**src/rtl/bht_sweep_predictor.sv**
```systemverilog
// bht_sweep_predictor: per-slot branch history table with a non-reset array
// that a row-sweep FSM invalidates after reset and after every flush.
module bht_sweep_predictor #(
  parameter int VLEN            = 32,
  parameter int NR_ENTRIES      = 1024,
  parameter int INSTR_PER_FETCH = 2,
  parameter int CTR_WIDTH       = 2,
  parameter int RVC             = 1
) (
  input  logic                       clk_i,
  input  logic                       rst_ni,
  input  logic                       flush_bp_i,
  input  logic                       debug_mode_i,
  input  logic [VLEN-1:0]            vpc_i,
  input  logic                       upd_valid_i,
  input  logic [VLEN-1:0]            upd_pc_i,
  input  logic                       upd_taken_i,
  output logic                       ready_o,
  output logic [INSTR_PER_FETCH-1:0] bht_valid_o,
  output logic [INSTR_PER_FETCH-1:0] bht_taken_o
);
  localparam int OFFSET   = (RVC != 0) ? 1 : 2;
  localparam int NR_ROWS  = NR_ENTRIES / INSTR_PER_FETCH;
  localparam int COL_BITS = $clog2(INSTR_PER_FETCH);
  localparam int ROW_BITS = $clog2(NR_ROWS);
  localparam int CW       = (COL_BITS > 0) ? COL_BITS : 1;
  localparam logic [ROW_BITS-1:0]  LAST_ROW = ROW_BITS'(NR_ROWS - 1);
  localparam logic [CTR_WIDTH-1:0] WEAK_T   = CTR_WIDTH'(1) << (CTR_WIDTH - 1);
  localparam logic [CTR_WIDTH-1:0] WEAK_N   = WEAK_T - CTR_WIDTH'(1);
  localparam logic [CTR_WIDTH-1:0] CTR_MAX  = '1;

  typedef enum logic {INIT, READY} state_t;

  state_t                     state_q, state_d;
  logic [ROW_BITS-1:0]        row_q, row_d;
  logic [INSTR_PER_FETCH-1:0] valid_q [NR_ROWS];
  logic [CTR_WIDTH-1:0]       ctr_q   [NR_ROWS][INSTR_PER_FETCH];
  logic [ROW_BITS-1:0]        vpc_row, upd_row;
  logic [CW-1:0]              upd_col;
  logic                       upd_en, vld_old;
  logic [CTR_WIDTH-1:0]       ctr_old, ctr_new;
  logic                       unused_pc_bits;

  assign unused_pc_bits = ^{vpc_i, upd_pc_i};
  assign vpc_row = vpc_i[OFFSET+COL_BITS +: ROW_BITS];
  assign upd_row = upd_pc_i[OFFSET+COL_BITS +: ROW_BITS];
  assign upd_col = (INSTR_PER_FETCH == 1) ? '0 : upd_pc_i[OFFSET +: CW];

  always_ff @(posedge clk_i or negedge rst_ni) begin
    if (!rst_ni) begin
      state_q <= INIT;
      row_q   <= '0;
    end else begin
      state_q <= state_d;
      row_q   <= row_d;
    end
  end

  // A flush always wins, restarting the sweep from row 0 in either state.
  always_comb begin
    state_d = state_q;
    row_d   = row_q;
    if (state_q == INIT) begin
      row_d   = row_q + ROW_BITS'(1);
      state_d = (row_q == LAST_ROW) ? READY : INIT;
    end
    if (flush_bp_i) begin
      state_d = INIT;
      row_d   = '0;
    end
  end

  assign ready_o = (state_q == READY);
  assign upd_en  = upd_valid_i & ready_o & ~flush_bp_i & ~debug_mode_i;
  assign vld_old = valid_q[upd_row][upd_col];
  assign ctr_old = ctr_q[upd_row][upd_col];

  always_comb begin
    ctr_new = !vld_old    ? (upd_taken_i ? WEAK_T : WEAK_N) :
              upd_taken_i ? ((ctr_old == CTR_MAX) ? ctr_old : ctr_old + CTR_WIDTH'(1)) :
                            ((ctr_old == '0) ? ctr_old : ctr_old - CTR_WIDTH'(1));
  end

  always_ff @(posedge clk_i) begin
    if (state_q == INIT) begin
      valid_q[row_q] <= '0;
    end else if (upd_en) begin
      valid_q[upd_row][upd_col] <= 1'b1;
      ctr_q[upd_row][upd_col]   <= ctr_new;
    end
  end

  for (genvar i = 0; i < INSTR_PER_FETCH; i++) begin : g_slot
    assign bht_valid_o[i] = ready_o & valid_q[vpc_row][i];
    assign bht_taken_o[i] = bht_valid_o[i] & ctr_q[vpc_row][i][CTR_WIDTH-1];
  end
endmodule

```
**config.mk**
```make
export PLATFORM = sky130hd
export DESIGN_NAME = bht_sweep_predictor
export DESIGN_NICKNAME = d
export VERILOG_FILES = /design/src/rtl/bht_sweep_predictor.sv
export SDC_FILE = /design/constraint.sdc
export NUM_CORES = 2
export LEC_CHECK = 0
export CAP_MARGIN = 20
export CORE_MARGIN = 3
export CORE_UTILIZATION = 55
export DETAILED_ROUTE_END_ITERATION = 10
export PLACE_DENSITY_LB_ADDON = 0.12
export SETUP_SLACK_MARGIN = 0.05
export SLEW_MARGIN = 25
export SYNTH_ARGS = -nofsm -noshare
export SYNTH_HDL_FRONTEND = slang
export SYNTH_SLANG_ARGS = --single-unit
```
**constraint.sdc**
```tcl
create_clock -name clk_i -period 86.2 [get_ports clk_i]
set_clock_uncertainty 0.2 [all_clocks]
set_input_delay 8.62 -clock clk_i [delete_from_list [all_inputs] [get_ports clk_i]]
set_output_delay 8.62 -clock clk_i [all_outputs]
set_load 0.03 [all_outputs]
```
Word-level counts from Yosys, hierarchy flattened
Memories as Yosys holds them, arrays and structs flattened.
Index checks and enable logic that the tools add are counted.
- output and inout bits: 5
- bits of input ports: 70
- memories kept: 2
- register bits: 10
- logic and storage cells: 55
- RAM bits: 3072
- reduce and logical (&&, ||, !) cells: 4
- eq/ne operators: 3
- magnitude comparators: 4
- bitwise logic cells: 10
- add/subtract/negate cells: 3
- multiplexer cells: 27
- memory list (name ; words ; width ; read ports ; clocked after Yosys merged registers in ; write ports ; RTL line ; text):
    ctr_q ; 512 ; 4 ; 2 ; 0 ; 1 ; 37 ; logic [CTR_WIDTH-1:0] ctr_q [NR_ROWS][INSTR_PER_FETCH];
    valid_q ; 512 ; 2 ; 2 ; 0 ; 1 ; 36 ; logic [INSTR_PER_FETCH-1:0] valid_q [NR_ROWS];
- operators by type and width (kind ; number):
    $mux 9 ; 3
    $mux 2 ; 12
    $add 9x1->9 const B ; 1
    $eq 9x9->1 const B ; 1
    $mux 1 ; 9
    $and 1x1->1 ; 7
    $mux 4 ; 1
    $add 2x1->2 const B ; 1
    $demux 2 s1 ; 1
    $eq 2x2->1 const B ; 1
    $ge 2x2->1 const B ; 1
    $logic_and 1x1->1 ; 2
    $logic_not 2->1 ; 1
    $lt 1x2->1 const B ; 1
    $lt 2x1->1 const B ; 1
    $ne 2x2->1 const B ; 1
    $not 1->1 ; 2
    $not 1->2 ; 1
    $reduce_or 2->1 ; 1
    $sub 2x1->2 const B ; 1
    $demux 1 s1 ; 1
    $ge 1x1->1 const B ; 1

Logic depth before layout (Yosys ltp)
- depth after elaboration: 8
- mapped depth: 16

Worst setup path before layout
Ideal clock, no wire load.
- kind: input -> register
- start point: in upd_pc_i[2]
- end point: mem ctr_q[0][0] (netlist name), data pin
- setup slack: 43043 ps
- library setup time: 5497 ps
- data required time: 80503 ps
- arrival time: 37460 ps
- stages: 14
- cells stage by stage: buf_6 buf_12 buf_12 buf_12 buf_12 buf_12 buf_2 mux4_2 a221oi_1 o21ai_0 nand4_1 nand4_1 a32o_1 o211ai_1
- cells in the longest elaborated chain, start to end: 8
- elaborated cells on any way between the ends: 15
- those cells by class: 2 x add/sub; 1 x eq/ne; 9 x mux; 1 x reduce/logical; 2 x memory
- RTL lines (item ; RTL line ; text):
    start: declaration ; 16 ; input logic [VLEN-1:0] upd_pc_i,
    $mem_v2 512x4 ; n/a ;
    $mux 2 (not written as such) (3 in series) ; 76 ; assign ctr_old = ctr_q[upd_row][upd_col];
    $sub 2x1->2 (tied with other cells) ; 81 ; ((ctr_old == '0) ? ctr_old : ctr_old - CTR_WIDTH'(1));
    $mux 2 (on tied branches) ; 81, 80 ;
    $mux 2 ; 80 ; upd_taken_i ? ((ctr_old == CTR_MAX) ? ctr_old : ctr_old + CTR_WIDTH'(1)) :
    $mux 2 (*) ; 79 ; ctr_new = !vld_old ? (upd_taken_i ? WEAK_T : WEAK_N) :
    net ctr_new[0] ; 41 ; logic [CTR_WIDTH-1:0] ctr_old, ctr_new;
    end: declaration ; 37 ;
The timed path passes the listed nets; every way through them passes the cells marked *. The select of a mux whose other input is x is not followed.

Worst setup path after layout
- start point: in vpc_i[3]
- end point: out bht_taken_o[1]
- cells in the longest elaborated chain, start to end: 3
- elaborated cells on any way between the ends: 4
- those cells by class: 2 x bitwise; 2 x memory
- RTL lines (item ; RTL line ; text):
    start: declaration ; 14 ; input logic [VLEN-1:0] vpc_i,
    $mem_v2 512x2 ; n/a ;
    $and 1x1->1 ; 94 ; assign bht_valid_o[i] = ready_o & valid_q[vpc_row][i];
    $and 1x1->1 (*) ; 95 ; assign bht_taken_o[i] = bht_valid_o[i] & ctr_q[vpc_row][i][CTR_WIDTH-1];
    end: declaration ; 20 ; output logic [INSTR_PER_FETCH-1:0] bht_taken_o
Every way passes the cells marked *; elsewhere a longest branch is shown, timed or not.

==> results.cfg <==
[yosys]
synth_async_sr_flop_share = 0.00324
number_of_distinct_standard_cells_referenced_by_the_synthesized_netlist = 95
synth.most_common_cell = sky130_fd_sc_hd__edfxtp_1
synthTopCellsByArea = sky130_fd_sc_hd__edfxtp_1 (64%), sky130_fd_sc_hd__mux4_2 (20%), sky130_fd_sc_hd__nor2_1 (5.6%)
syn-instance-count = 8719
synthFlopType = sky130_fd_sc_hd__edfxtp_1
synth.top_cells.by_count = sky130_fd_sc_hd__edfxtp_1 (3072), sky130_fd_sc_hd__nor2_1 (2145), sky130_fd_sc_hd__mux4_2 (1296)
yosys_warnings = 0
seq_area_frac_synth = 0.638
post_synth.cell_area_avg_um2 = 16.6
synth.cell_area_um2 = 145000
synth.top_cell.area_share = 0.637
synth_seq_cells = 3082
number_of_flops_mapped_to_enable_cells_by_yosys = 3072
syn-num-nets = 8791
synth.largest_area_cell = sky130_fd_sc_hd__edfxtp_1

[cts]
cts_tree = built
cts.clk_slew.worst_paths_ns = 0.06
cts_made_buffers = 332
cts.sink_count = 3082
hold_buffers = 0
clockBufferDepth = 4
htree_num_levels = 5
clock_latency_ns = 0.91
cts.repair.resized = 0
post_cts_buffers = 0
ctsRootBufferMaster = sky130_fd_sc_hd__clkbuf_16

[pwr]
vdd_drop_max_mv = 0.0182
power.total_mw = 3.34
power-per-cell-area_nw_per_um2 = 21.1
leakagePower_nw = 50.3

[grt]
globalRoute.totalOverflow = 0
grt_max_degree = 299
antenna_found_initial = 27
grt_util_all_layers = 0.343
wire_length_of_the_first_global_routing_pass_um = 651000
grt_pass1_vias = 87100

[placed_design]
io_buffer_count = 29
post-place-cells = 11700
detailedPlacementHpwl_um = 272000
finalWeightedCongestion = 0.892
dp_worst_setup_slack_ns = 61.42

[final_layout]
multi_input_area_um2 = 48700
stdcell_count = 12300
fillCellCount = 19200
area.growth.synth_to_final_pct = 9.46
layout-drive-gt1-share = 0.251
final_net_count = 8573
register_area_um2 = 92500

[timing]
fin_tns_setup_ns = 0
max-slew-margin-rel = 0.220
max_clock_freq_ghz = 0.0401
setup_repair_after_global_routing_missed_its_margin = no
report.final.slew_viol_count = 0
timing.final.setup_violations = 0
hold-worst-slack_ns = 0.433
report.final.hold_viol_count = 0
final_ws_setup_ns = 61.27
period_minus_slack_ns = 24.93
finalCritPeriodShare = 0.289
worst_pin_slew_ns = 1.14

[floorplanning]
fp-row-count = 187
boundaryPins = 75
starting_utilization_of_the_core_area = 0.555
floorplan.core_area_um2 = 261000
die_width_um = 519
fp.dieH_um = 519
die_area_um2 = 270000

[critical_path]
cp_data_arrival_time_ns = 16.11
critPathCaptureType = primary output
critPathLaunchType = input pin
critical_path_peak_fanout = 80
critPathRequiredTime_ns = 77.38
rr_worst_depth = 13
crit_type = in -> out

[min_path]
timing.hold.worst.class = reg -> reg
hold_path_depth = 2

[route]
routed_len_inst_um = 37.9
routed-via-count = 88300
final_antenna_net_count = 0
drt_iter0_drc = 13600
vias_per_inst = 7.19
drt_first_pass_iters = 7
drcViolationCount = 0
drt_wl_total_um = 466000

[outcome]
outcome = completed

[flow_run]
maxCapViolCount = 0
[per-layer routing]
layer  part of all wire  GRT usage  up-vias
met3               0.13     0.0834     1172
met2               0.47      0.527     6167
met4              0.054      0.158       10
met5            0.00016          0        -
li1                   -          -    34300
met1               0.35      0.469    46600
[report_power, final]
| part | internal, mW | switching (mW) |
|---|---|---|
| logic | 0.0763 | 0.177 |
| clock network | 0.805 | 0.595 |
| registers | 1.69 | 0.000456 |
| total | 2.57 | 0.773 |
[state kept, by name (all words and copies together) (netlist names)]
name	flops
row_q	9
valid_q	1024
ready_o	1
ctr_q	2048
[kinds of logic after synthesis]
logic type / count (synthesis) / share of synthesized area
XOR/XNOR: 7 / 0.000423
buffers and inverters: 847 / 0.0295
AO/OA/AOI/OAI: 476 / 0.0238
AND/OR/NAND/NOR: 2632 / 0.0727
flip-flops: 3082 / 0.638
adder cells (fa/ha/maj): 2 / 0.000173
multiplexers: 1673 / 0.235
[cell type report]
| type | count | area share |
|---|---|---|
| timing repair buffer | 287 | 0.0159 |
| clock buffer | 411 | 0.0554 |
| antenna | 19 | 0.000300 |
| inverter | 8 | 0.000300 |
| clock inverter | 187 | 0.0106 |
| sequential | 3082 | 0.583 |
| multi-input combinational | 4790 | 0.307 |
| tap | 3496 | 0.0276 |
[through the flow]
stage / instance area (um2) / utilization
after CTS: 158000 / 0.607
after global placement: 148000 / 0.567
after detailed placement: 148000 / 0.567
final: 159000 / 0.608
after global routing: 159000 / 0.608
after floorplan: 145000 / -
[path summary, 6_finish.rpt]
check | start | to | slack [ns]
max | vpc_i[3] | bht_taken_o[1] | 61.27
min | row_q[6] | row_q[6] | 0.43
max reg2reg | ctr_q[355][2] | ctr_q[107][0] | 78.55
min reg2reg | row_q[6] | row_q[6] | 0.43
max in group asynchronous | rst_ni | row_q[0] | 77.55
min in group asynchronous | rst_ni | row_q[2] | 7.89
[worst max-delay path, cell delays in order]
cell and delay (ns):
sky130_fd_sc_hd__buf_8 0.56, sky130_fd_sc_hd__buf_4 0.80, sky130_fd_sc_hd__buf_4 0.79, sky130_fd_sc_hd__buf_4 0.90, sky130_fd_sc_hd__buf_4 0.81, sky130_fd_sc_hd__mux4_2 0.47, sky130_fd_sc_hd__mux4_2 0.52, sky130_fd_sc_hd__mux4_2 0.60
sky130_fd_sc_hd__mux4_2 0.48, sky130_fd_sc_hd__mux2i_1 0.44, sky130_fd_sc_hd__nor2b_1 0.25, sky130_fd_sc_hd__clkdlybuf4s50_1 0.65
[placed cells by master (no fill, tap or decap), types with 18 or more instances in the layout]
cell type                   netlist  final
sky130_fd_sc_hd__diode_2          0     19
sky130_fd_sc_hd__mux4_1          60     60
sky130_fd_sc_hd__buf_4           62    235
sky130_fd_sc_hd__a22oi_1        129    129
sky130_fd_sc_hd__o22ai_1         61     61
sky130_fd_sc_hd__nand2_2          2     80
sky130_fd_sc_hd__a21oi_1         44     43
sky130_fd_sc_hd__clkbuf_16        0    340
sky130_fd_sc_hd__bufinv_16        0     27
sky130_fd_sc_hd__o21ai_0         48     46
sky130_fd_sc_hd__a31oi_1         18     18
sky130_fd_sc_hd__nand2_1        231    132
sky130_fd_sc_hd__mux4_2        1296   1296
sky130_fd_sc_hd__edfxtp_1      3072   3072
sky130_fd_sc_hd__mux2_2          26     26
sky130_fd_sc_hd__clkinv_1         1     81
sky130_fd_sc_hd__nor2_1        2145   2137
sky130_fd_sc_hd__mux2i_1        284    284
sky130_fd_sc_hd__nand4_1         34     34
sky130_fd_sc_hd__a211oi_1        19     19
sky130_fd_sc_hd__nand3_1         68     68
sky130_fd_sc_hd__nand2_4          0     21
sky130_fd_sc_hd__a221oi_1        31     31
sky130_fd_sc_hd__clkinv_2         0     53
sky130_fd_sc_hd__clkbuf_1       533     69
sky130_fd_sc_hd__nor3_1          32     32
Note: power is estimated with default switching activity, not from simulation.
